File: config.mk
export PLATFORM = sky130hd
export DESIGN_NAME = fir_output_conditioner
export DESIGN_NICKNAME = d
export VERILOG_FILES = /design/src/rtl/fir_pkg.sv /design/src/rtl/fir_sync_fifo.sv /design/src/rtl/fir_output_conditioner.sv
export SDC_FILE = /design/constraint.sdc
export NUM_CORES = 1
export LEC_CHECK = 0
export ABC_AREA = 1
export BUFFER_PORTS_ARGS = -buffer_cell sky130_fd_sc_hd__buf_2
export CAP_MARGIN = 30
export CORE_ASPECT_RATIO = 1.5
export CORE_MARGIN = 4
export CORE_UTILIZATION = 53
export DETAILED_ROUTE_END_ITERATION = 10
export PLACE_DENSITY = 0.75
export SLEW_MARGIN = 15
export SYNTH_ARGS = -nofsm -noshare
export SYNTH_HDL_FRONTEND = slang
export SYNTH_SLANG_ARGS = --single-unit
File: constraint.sdc
create_clock -name clk -period 5.55 [get_ports clk]
set_input_delay 0.8325 -clock clk [delete_from_list [all_inputs] [get_ports clk]]
set_output_delay 0.8325 -clock clk [all_outputs]
set_load 0.02 [all_outputs]
File: src/rtl/fir_pkg.sv
// Shared widths, sample types and the requantisation helper for the FIR output conditioner.
package fir_pkg;

    localparam int FIR_IN_WIDTH  = 32;
    localparam int FIR_OUT_WIDTH = 16;
    localparam int WIDE          = 64;

    typedef logic signed [FIR_IN_WIDTH-1:0]  fir_sample_t;
    typedef logic signed [FIR_OUT_WIDTH-1:0] out_sample_t;
    typedef logic signed [WIDE-1:0]          wide_t;

    typedef struct packed {
        logic  sat;
        wide_t data;
    } sat_res_t;

    // value already carries the rounding offset; shift then clamp to a signed out_w range
    function automatic sat_res_t sat_round(input wide_t value, input int shift, input int out_w);
        sat_res_t res;
        wide_t    s;
        wide_t    max_v;
        wide_t    min_v;
        s     = value >>> shift;
        max_v = (wide_t'(1) <<< (out_w - 1)) - wide_t'(1);
        min_v = -(wide_t'(1) <<< (out_w - 1));
        res.sat  = 1'b1;
        res.data = s;
        if (s > max_v) begin
            res.data = max_v;
        end else if (s < min_v) begin
            res.data = min_v;
        end else begin
            res.sat = 1'b0;
        end
        return res;
    endfunction

endpackage

File: src/rtl/fir_sync_fifo.sv
// First-word-fall-through FIFO; extra pointer wrap bit distinguishes full from empty.
module fir_sync_fifo #(
    parameter int DEPTH = 4,
    parameter int WIDTH = 16
) (
    input  logic             clk,
    input  logic             rst_n,
    input  logic             push,
    input  logic [WIDTH-1:0] wdata,
    input  logic             pop,
    output logic [WIDTH-1:0] rdata,
    output logic             full,
    output logic             empty
);

    localparam int AW = $clog2(DEPTH);

    logic [WIDTH-1:0] mem_q [DEPTH];
    logic [AW:0]      wr_ptr_q, wr_ptr_d;
    logic [AW:0]      rd_ptr_q, rd_ptr_d;
    logic             do_push;
    logic             do_pop;

    assign empty = (wr_ptr_q == rd_ptr_q);
    assign full  = (wr_ptr_q[AW] != rd_ptr_q[AW]) && (wr_ptr_q[AW-1:0] == rd_ptr_q[AW-1:0]);

    // a pop on a full FIFO frees the slot the simultaneous push lands in
    assign do_pop  = pop && !empty;
    assign do_push = push && (!full || do_pop);

    assign rdata = empty ? '0 : mem_q[rd_ptr_q[AW-1:0]];

    always_comb begin
        wr_ptr_d = wr_ptr_q;
        rd_ptr_d = rd_ptr_q;
        if (do_push) begin
            wr_ptr_d = wr_ptr_q + 1'b1;
        end
        if (do_pop) begin
            rd_ptr_d = rd_ptr_q + 1'b1;
        end
    end

    always_ff @(posedge clk or negedge rst_n) begin
        if (!rst_n) begin
            wr_ptr_q <= '0;
            rd_ptr_q <= '0;
        end else begin
            wr_ptr_q <= wr_ptr_d;
            rd_ptr_q <= rd_ptr_d;
        end
    end

    always_ff @(posedge clk) begin
        if (do_push) begin
            mem_q[wr_ptr_q[AW-1:0]] <= wdata;
        end
    end

endmodule

File: src/rtl/fir_output_conditioner.sv
// Decimates, rounds, saturates and buffers the FIR result stream for the DAC/capture side.
module fir_output_conditioner
    import fir_pkg::*;
#(
    parameter int IN_WIDTH  = FIR_IN_WIDTH,
    parameter int OUT_WIDTH = FIR_OUT_WIDTH,
    parameter int SHIFT     = 15,
    parameter int DECIM     = 1,
    parameter int DEPTH     = 4
) (
    input  logic                 clk,
    input  logic                 rst_n,
    input  logic                 in_valid,
    input  logic [IN_WIDTH-1:0]  in_data,
    output logic                 out_valid,
    input  logic                 out_ready,
    output logic [OUT_WIDTH-1:0] out_data,
    input  logic                 clear_flags,
    output logic                 overflow,
    output logic [15:0]          sat_count
);

    localparam int PW  = (DECIM > 1) ? $clog2(DECIM) : 1;
    localparam int RSH = (SHIFT > 0) ? SHIFT - 1 : 0;
    localparam logic [PW-1:0]     PHASE_LAST = PW'(DECIM - 1);
    localparam logic [IN_WIDTH:0] RND        = (SHIFT > 0) ? ((IN_WIDTH + 1)'(1) << RSH) : '0;

    logic [PW-1:0]        phase_q, phase_d;
    logic                 kept;
    logic                 v1_q;
    logic [IN_WIDTH:0]    r1_q, r1_d;
    logic                 v2_q;
    logic                 sat2_q;
    logic [OUT_WIDTH-1:0] d2_q;
    logic [OUT_WIDTH:0]   s2_d;
    logic                 ovf_q, ovf_d;
    logic [15:0]          satc_q, satc_d;
    logic                 fifo_full;
    logic                 fifo_empty;
    logic                 drop;
    logic                 sat_event;

    function automatic logic [OUT_WIDTH:0] requant(input logic [IN_WIDTH:0] r);
        wide_t    v;
        sat_res_t res;
        v   = {{(WIDE - IN_WIDTH - 1){r[IN_WIDTH]}}, r};
        res = sat_round(v, SHIFT, OUT_WIDTH);
        return {res.sat, res.data[OUT_WIDTH-1:0]};
    endfunction

    assign kept = in_valid && (phase_q == '0);

    always_comb begin
        phase_d = phase_q;
        if (in_valid) begin
            phase_d = (phase_q == PHASE_LAST) ? '0 : phase_q + 1'b1;
        end
    end

    // one extra bit keeps the rounding offset from wrapping the most positive sample
    assign r1_d = {in_data[IN_WIDTH-1], in_data} + RND;
    assign s2_d = requant(r1_q);

    always_ff @(posedge clk or negedge rst_n) begin
        if (!rst_n) begin
            phase_q <= '0;
            v1_q    <= 1'b0;
            r1_q    <= '0;
            v2_q    <= 1'b0;
            sat2_q  <= 1'b0;
            d2_q    <= '0;
        end else begin
            phase_q <= phase_d;
            v1_q    <= kept;
            r1_q    <= r1_d;
            v2_q    <= v1_q;
            sat2_q  <= s2_d[OUT_WIDTH];
            d2_q    <= s2_d[OUT_WIDTH-1:0];
        end
    end

    fir_sync_fifo #(
        .DEPTH (DEPTH),
        .WIDTH (OUT_WIDTH)
    ) u_fifo (
        .clk   (clk),
        .rst_n (rst_n),
        .push  (v2_q),
        .wdata (d2_q),
        .pop   (out_ready),
        .rdata (out_data),
        .full  (fifo_full),
        .empty (fifo_empty)
    );

    assign out_valid = !fifo_empty;

    // full implies non-empty, so only a missing ready can block the pop that would make room
    assign drop      = v2_q && fifo_full && !out_ready;
    assign sat_event = v2_q && sat2_q;

    always_comb begin
        ovf_d  = clear_flags ? 1'b0 : ovf_q;
        satc_d = clear_flags ? 16'h0000 : satc_q;
        if (drop) begin
            ovf_d = 1'b1;
        end
        if (sat_event && (satc_d != 16'hFFFF)) begin
            satc_d = satc_d + 16'h0001;
        end
    end

    always_ff @(posedge clk or negedge rst_n) begin
        if (!rst_n) begin
            ovf_q  <= 1'b0;
            satc_q <= '0;
        end else begin
            ovf_q  <= ovf_d;
            satc_q <= satc_d;
        end
    end

    assign overflow  = ovf_q;
    assign sat_count = satc_q;

endmodule
Word-level counts from Yosys, hierarchy flattened
Memories as Yosys holds them, arrays and structs flattened.
Index checks and enable logic that the tools add are counted.
{"block": "totals", "ff_bits": 76, "latch_bits": 0, "mem_bits_rw": 64, "mem_bits_ro": 0, "inputBits": 37, "output_inout_bits": 34, "elab_cells": 48, "mem_count": 1}
{"memory": "u_fifo.mem_q", "depth": 4, "width": 16, "read_ports": 1, "rd_clocked_by_memory_dff": 0, "wr": 1, "line": "fir_sync_fifo.sv:18", "text": "logic [WIDTH-1:0] mem_q [DEPTH];"}
{"block": "classes", "addsub": 5, "multipliers": 0, "div_mod_pow": 0, "magnitude_cmp": 2, "n_eq_ne": 4, "n_shift": 0, "mux": 12, "bitwise": 1, "reduce_logical": 13}
{"cell": "$mux 16", "count": 5}
{"cell": "$add 32x16->33 const B", "count": 1}
{"cell": "$gt 18x16->1 const B", "count": 1}
{"cell": "$lt 18x16->1 const B", "count": 1}
{"cell": "$add 16x1->16 const B", "count": 1}
{"cell": "$ne 16x16->1 const B", "count": 1}
{"cell": "$logic_and 1x1->1", "count": 8}
{"cell": "$mux 1", "count": 7}
{"cell": "$add 3x1->3 const B", "count": 2}
{"cell": "$eq 3x3->1", "count": 1}
{"cell": "$logic_not 1->1", "count": 3}
{"cell": "$eq 2x2->1", "count": 1}
{"cell": "$reduce_bool 2->1", "count": 1}
{"cell": "$add 1x1->1 const B", "count": 1}
{"cell": "$logic_or 1x1->1", "count": 1}
{"cell": "$ne 1x1->1", "count": 1}
{"cell": "$not 1->1", "count": 1}

Depth between registers and ports, before layout
Gate-level depths: netlist of the first run.
{"block": "logic_depth", "word_depth": 7, "mapped_depth": 12, "mapped_depth_nobuf": 11}

Modules after synthesis
From an unflattened synthesis of the first run, not the netlist that was laid out.
{"block": "hier_totals", "cells_unflattened": 613, "hier_area_um2": 5756.8}
{"mod": "fir_sync_fifo", "instances": 1, "cells_per_inst": 265, "area_each_um2": 3037.9, "seq_area_each_um2": 2072.0}
{"mod": "fir_output_conditioner", "instances": 1, "cells_per_inst": 348, "area_each_um2": 2718.9, "seq_area_each_um2": 1351.3}

Worst setup path before layout of the first run
No wires, ideal clock.
{"block": "synth_path", "path_type": "flip-flop to output port", "startpoint": "reg u_fifo.rd_ptr_q[1]", "endpoint": "out out_data[10]", "t_arrival_ps": 1433, "t_required_ps": 4718, "slack_ps": 3284, "stages_incl_launch_ff": 8, "n_path_buf": 2, "cell_sequence": "dfrtp_1 -> buf_2 -> inv_1 -> nand2_1 -> nand4_1 -> buf_2 -> nand2_1 -> inv_1"}
{"block": "synth_between", "elab_chain_len": 2, "elab_cells_between_ends": 3, "cone_classes": "eq/ne: 1; mux: 1; memory: 1"}
{"item": "from (decl)", "line": "fir_sync_fifo.sv:20", "text": "logic [AW:0] rd_ptr_q, rd_ptr_d;"}
{"item": "from (signal assigned)", "line": "fir_sync_fifo.sv:50", "text": "rd_ptr_q <= rd_ptr_d;"}
{"item": "$mem_v2 4x16 or $eq 3x3->1 (tied branches)"}
{"item": "$mux 16 *", "line": "fir_sync_fifo.sv:31", "text": "assign rdata = empty ? '0 : mem_q[rd_ptr_q[AW-1:0]];"}
{"item": "to (decl)", "line": "fir_output_conditioner.sv:17", "text": "output logic [OUT_WIDTH-1:0] out_data,"}
Mark *: on every way between the ends. The rest lies on a longest branch, timed or not.

Worst setup path in the final report of the first run
{"block": "layout_path", "startpoint": "reg u_fifo.rd_ptr_q[1]", "endpoint": "out out_data[15]"}
Same word-level chain as after synthesis.

==> results of run 1 <==
## worst paths after layout
| kind | slack (ns) | startpoint | end |
|---|---|---|---|
| setup / recovery | 1.54 | u_fifo.rd_ptr_q[1] | out_data[15] |
| hold / removal | 0.36 | v1_q | v2_q |
| setup reg to reg | 2.51 | u_fifo.rd_ptr_q[1] | u_fifo.mem_q[3][15] |
| hold reg to reg | 0.36 | v1_q | v2_q |
| max in group asynchronous | 4.48 | rst_n | r1_q[29] |
| min in group asynchronous | 0.56 | rst_n | sat_count[8] |
## per-layer routing
layer	track usage (%)	share of wire [%]	up-vias
met5	0	0	-
met4	9.65	2.6	0
met3	4.95	5.5	26
met2	35.6	54	128
met1	20.7	38	1959
li1	-	-	1960
## state kept, by name, indices dropped and copies added, names as in the netlist
| register | flops |
|---|---|
| v1_q | 1 |
| d2_q | 16 |
| u_fifo.wr_ptr_q | 3 |
| sat_count | 16 |
| u_fifo.mem_q | 64 |
| sat2_q | 1 |
| r1_q | 18 |
| overflow | 1 |
| u_fifo.rd_ptr_q | 3 |
| v2_q | 1 |
## through the flow
| step | instance area [µm²] | utilization [%] | power (mW) | hold slack (ns) |
|---|---|---|---|---|
| 2_1_floorplan | 5520 | - | 1.84 | 0.331 |
| 3_3_place_gp | 5870 | 58.0 | 2.10 | 0.339 |
| 3_5_place_dp | 5870 | 58.0 | 2.14 | 0.346 |
| 4_1_cts | 6520 | 64.3 | 3.33 | 0.367 |
| 5_1_grt | 6570 | 64.8 | 3.52 | 0.379 |
| 6_report | 6570 | 64.8 | 3.33 | 0.361 |
## cell usage after synthesis
| library cell | n | area [µm²] |
|---|---|---|
| o22ai_1 | 16 | 100 |
| inv_1 | 57 | 214 |
| nand4_1 | 11 | 68.8 |
| o21ai_4 | 1 | 16.3 |
| nor2_4 | 4 | 45.0 |
| xor2_1 | 18 | 158 |
| nor3_1 | 4 | 20.0 |
| edfxtp_1 | 64 | 1920 |
| buf_6 | 3 | 33.8 |
| dfrtp_1 | 60 | 1500 |
| o21ai_1 | 1 | 5.00 |
| nand2_1 | 163 | 612 |
| xnor2_1 | 8 | 70.1 |
| buf_2 | 3 | 15.0 |
| nand3b_1 | 1 | 7.51 |
| inv_2 | 1 | 3.75 |
| and3_1 | 1 | 6.26 |
| nor2_2 | 7 | 43.8 |
| nor2_1 | 76 | 285 |
| nand2_2 | 2 | 12.5 |
| buf_1 | 2 | 7.51 |
| nand3_1 | 14 | 70.1 |
| clkbuf_1 | 9 | 33.8 |
| o21ai_0 | 35 | 175 |
| ha_1 | 7 | 87.6 |
| a21oi_1 | 1 | 5.00 |
## power by group through the flow
stage	Sequential [mW]	Clock (mW)	Combinational [mW]
floorplan	1.19	0	0.649
global placement	1.25	0	0.858
detailed placement	1.26	0	0.881
CTS	1.24	1.21	0.889
global route	1.23	1.26	1.03
finish	1.22	1.19	0.921
## layout by cell type, fill, tap and decap left out, drive strengths merged, types with 14 or more instances in the layout
cell	Yosys	final
buf	8	61
xor2	18	18
nor2	87	87
o22ai	16	16
nand3	14	14
nand2	165	165
dfrtp	60	60
clkbuf	9	19
o21ai	37	37
inv	58	61
edfxtp	64	64
## cells by family after synthesis
| logic type | share of synthesized area (%) |
|---|---|
| simple gates | 21.2 |
| flops | 62.0 |
| compound gates | 5.46 |
| fa+ha+maj | 1.59 |
| buf+inv | 5.58 |
| xor+xnor | 4.13 |
## area by class of cell
type                    instances  area (µm²)
flip-flops and latches        124        3420
repair buffers                 61         337
well taps                     117         146
fillers                       786        3570
inverters                      58         218
multi-input cells             370        1800
clock buffers                  19         433
clock inverters                13         213
## worst reg2reg max path, cell delays in order, from the launching register on
cell and delay (ns):
dfrtp_1 0.65, inv_1 0.54, nand2_1 0.15, nand4_1 0.25, nand2_1 0.25, nor2_2 0.81
==> impl_metrics.env, run 1 <==
export IMPL_required_ns=4.72
export IMPL_pre_cts_slack_ns=1.91
export IMPL_worstSetupEndpointType="output port"
export IMPL_antenna_found_initial=0
export IMPL_cts_root_buffer="clkbuf_16"
export IMPL_dp_cells=726
export IMPL_finalNetCount=676
export IMPL_antenna_left=0
export IMPL_crit_path_max_fanout=20
export IMPL_path_cells="inv_1 -> nand2_1 -> nand4_1 -> nand2_1 -> inv_1 -> buf_2"
export IMPL_dp_hpwl_um=7240
export IMPL_fin_skew_ns=0.00594
export IMPL_cts_path_max_buffers=2
export IMPL_yosys_warnings=0
export IMPL_cap_violations=0
export IMPL_cts_resized=0
export IMPL_clk_latency_ns=0.41
export IMPL_grt_pass1_vias=4136
export IMPL_slew_violations=0
export IMPL_grt_ovfl_total=0
export IMPL_crit_path_start_kind="flop"
export IMPL_syn_avg_cell_area_um2=9.70
export IMPL_slew_headroom_pct=34.1
export IMPL_r2r_cells=5
export IMPL_grt_total_usage_pct=19.6
export IMPL_fmax_ghz=0.249
export IMPL_setup_ws_ns=1.54
export IMPL_fp_dieArea_mm2=0.0121
export IMPL_syn_inst=569
export IMPL_period_share_pct=72.3
export IMPL_vias=4073
export IMPL_vdd_drop_max_v=0.000288
export IMPL_cpLargestDelayFamily="simple AND/OR/NAND/NOR gates"
export IMPL_internal_power_mw=2.22
export IMPL_worstSetupPathType="reg2out"
export IMPL_fin_cells=762
export IMPL_worstPathBufferInverterCount=3
export IMPL_die_h_um=133
export IMPL_fin_crit_ns=4.01
export IMPL_p_seq_share_pct=36.6
export IMPL_setup_viol=0
export IMPL_cp_arrival_ns=3.18
export IMPL_comb_power_share_pct=27.6
export IMPL_max_stage_delay_ns=0.80
export IMPL_grt_pass1_wl_um=18600
export IMPL_p_clk_share_pct=35.8
export IMPL_leakage_nw=2.96
export IMPL_syn_area_mm2=0.00552
export IMPL_h_tree_depth=4
export IMPL_viasPerCell=5.35
export IMPL_rows=45
export IMPL_drive_gt1_share_pct=17.1
export IMPL_postCtsSetupBuffers=0
export IMPL_antenna_cells=0
export IMPL_hold_depth=0
export IMPL_core_area_mm2=0.0101
export IMPL_place_gp_congestion=0.870
export IMPL_slowest_stage="dfrtp_1"
export IMPL_wl_per_cell_um=14.7
export IMPL_rsz0062_at_grt="no"
export IMPL_hold_class="reg2reg"
export IMPL_cp_depth=6
export IMPL_powerDensity_mw_per_mm2=507
export IMPL_yosysUniqueCellTypes=26
export IMPL_syn2layout_area_growth_pct=19.0
export IMPL_outcome="complete, no violations"
export IMPL_wirelength_um=11200
export IMPL_drtPass1Iterations=5
export IMPL_cts_tree="built"
export IMPL_synth_nets=613
export IMPL_ys_ff_latch=124
export IMPL_drc_errors=0
export IMPL_switching_share_pct=33.4
export IMPL_yosysSeqAreaShare_pct=62.0
export IMPL_die_w_um=91.3
export IMPL_fin_setup_tns_ns=0
export IMPL_start_util_pct=54.5
export IMPL_cts_buffers=17
export IMPL_pin_count=71
export IMPL_power_switching_mw=1.11
export IMPL_hold_viol=0
export IMPL_cts_hold_buf=0
export IMPL_numClockSinks=124
export IMPL_clk_pin_slew_worst_paths_ns=0.05
export IMPL_portBuffers=56
export IMPL_worst_slew_pin_slew_ns=0.988
export IMPL_grt_start_max_net_pins=61
export IMPL_first_iter_violations=193
No activity file was read; power rests on OpenSTA's default activity.
==> run 2, diff against run 1 <==
--- a/config.mk
+++ b/config.mk
@@ -10,9 +10,9 @@
 export CAP_MARGIN = 30
 export CORE_ASPECT_RATIO = 1.5
 export CORE_MARGIN = 4
-export CORE_UTILIZATION = 53
+export CORE_UTILIZATION = 52
 export DETAILED_ROUTE_END_ITERATION = 10
-export PLACE_DENSITY = 0.75
+export PLACE_DENSITY = 0.77
 export SLEW_MARGIN = 15
 export SYNTH_ARGS = -nofsm -noshare
 export SYNTH_HDL_FRONTEND = slang
==> constraint.sdc (replaced) <==
create_clock -name clk -period 3.3 [get_ports clk]
set_input_delay 0.495 -clock clk [delete_from_list [all_inputs] [get_ports clk]]
set_output_delay 0.495 -clock clk [all_outputs]
set_load 0.02 [all_outputs]
==> impl_metrics.env, run 2 (same netlist as run 1, synthesis figures left out) <==
export IMPL_syn2layout_area_growth_pct=19.5
export IMPL_r2r_start="u_fifo.rd_ptr_q[1]"
export IMPL_viasPerCell=5.18
export IMPL_cp_arrival_ns=2.05
export IMPL_hold_class="in2reg"
export IMPL_wl_met2_um=6130
export IMPL_antenna_left=0
export IMPL_numClockSinks=124
export IMPL_wirelength_um=11400
export IMPL_portBuffers=56
export IMPL_core_area_mm2=0.0102
export IMPL_fin_crit_ns=2.54
export IMPL_powerDensity_mw_per_mm2=836
export IMPL_fmax_ghz=0.393
export IMPL_pin_count=71
export IMPL_leakage_nw=2.97
export IMPL_max_stage_delay_ns=0.47
export IMPL_cap_violations=0
export IMPL_wl_met3_um=588
export IMPL_slew_violations=0
export IMPL_antenna_found_initial=0
export IMPL_drive_gt1_share_pct=16.8
export IMPL_finalNetCount=684
export IMPL_dp_hpwl_um=7450
export IMPL_start_util_pct=53.9
export IMPL_pre_cts_slack_ns=0.792
export IMPL_final_common_cell="nand2_1"
export IMPL_grt_ovfl_total=0
export IMPL_cts_path_max_buffers=2
export IMPL_drc_errors=0
export IMPL_hold_viol=0
export IMPL_crit_path_start_kind="flop"
export IMPL_clk_pin_slew_worst_paths_ns=0.05
export IMPL_worstSetupPathType="reg2out"
export IMPL_die_w_um=92.1
export IMPL_clk_latency_ns=0.41
export IMPL_min_from="in_valid"
export IMPL_largest_reg_flops=64
export IMPL_highest_layer="met4"
export IMPL_fp_dieArea_mm2=0.0124
export IMPL_period_share_pct=77.1
export IMPL_grt_pass1_wl_um=19000
export IMPL_fin_skew_ns=0.00964
export IMPL_worst_slew_pin_slew_ns=0.520
export IMPL_required_ns=2.80
export IMPL_worstSetupEndpointType="output port"
export IMPL_rows=45
export IMPL_outcome="complete, no violations"
export IMPL_cts_buffers=17
export IMPL_grt_pass1_vias=4070
export IMPL_grt_total_usage_pct=19.6
export IMPL_mostFrequentLayoutCells="nand2_1, nor2_1, edfxtp_1"
export IMPL_first_iter_violations=238
export IMPL_crit_path_max_fanout=16
export IMPL_place_gp_congestion=0.873
export IMPL_whs_ns=0.195
export IMPL_antenna_cells=0
export IMPL_cts_root_buffer="clkbuf_16"
export IMPL_fillers=819
export IMPL_drtPass1Iterations=5
export IMPL_wl_met1_um=4440
export IMPL_wl_per_cell_um=14.4
export IMPL_fin_setup_tns_ns=0
export IMPL_vdd_drop_max_v=0.000508
export IMPL_slowest_stage="dfrtp_1"
export IMPL_p_total_mw=5.51
export IMPL_cpLargestDelayFamily="buffers and inverters"
export IMPL_worstPathBufferInverterCount=5
export IMPL_die_h_um=134
export IMPL_cts_tree="built"
export IMPL_slew_headroom_pct=65.1
export IMPL_vias=4112
export IMPL_crit_start="u_fifo.rd_ptr_q[1]"
export IMPL_h_tree_depth=4
export IMPL_setup_ws_ns=0.757
export IMPL_path_cells="buf_4 -> inv_1 -> buf_4 -> o21ai_0 -> o22ai_1 -> nand2_1 -> inv_1 -> buf_2"
export IMPL_grt_start_max_net_pins=38
export IMPL_rsz0062_at_grt="no"
export IMPL_setup_viol=0
-- run 2: area by class of cell --
cell class / instances / area (µm²) / area share (%)
clock buffers: 20 / 437 / 6.62
repair buffers: 69 / 380 / 5.77
clock inverters: 12 / 170 / 2.58
inverters: 58 / 218 / 3.30
flip-flops and latches: 124 / 3420 / 51.9
well taps: 141 / 176 / 2.68
multi-input cells: 370 / 1790 / 27.1
-- run 2: final timing paths --
kind                                      endpoint  slack [ns]  cells past startpoint
worst min-delay path                          v1_q        0.20                      1
worst max register to register  u_fifo.mem_q[0][5]        1.32                      7
min in group asynchronous             sat_count[0]        0.46                      2
worst max-delay path                  out_data[15]        0.76                      8
worst min register to register                v2_q        0.36                      0
max in group asynchronous                  d2_q[6]        2.17                      3
-- run 2: layer usage --
metal	track usage, %	vias up
met1	22.4	1980
met4	7.85	0
met3	5.61	23
met5	0	-
met2	34.6	132
li1	-	1977
-- run 2: metrics by stage --
| step | utilization [%] | area [µm²] | cells |
|---|---|---|---|
| floorplan | - | 5520 | 569 |
| global placement | 58.2 | 5970 | 760 |
| detailed placement | 58.2 | 5970 | 760 |
| CTS | 64.3 | 6590 | 793 |
| global route | 64.3 | 6590 | 794 |
| finish | 64.3 | 6590 | 794 |
-- run 2: worst register-to-register path, cell delays in order (launching register included) --
cell,delay (ns)
dfrtp_1,0.47
buf_4,0.24
inv_1,0.09
nand2_1,0.07
nand4_1,0.19
nand2_1,0.19
nor2_1,0.13
buf_4,0.28
-- run 2: what timing repair did --
action,in CTS,in global routing
gates resized for setup,0,0
hold endpoints to repair,7,0
hold buffers,1,0
setup endpoints to repair,0,0
setup buffers,0,0
-- run 2: power breakdown --
group	internal (mW)	switching (mW)	leakage (nW)
logic	0.510	1.10	1.37
clock network	1.26	0.639	0.289
registers	1.90	0.110	1.32
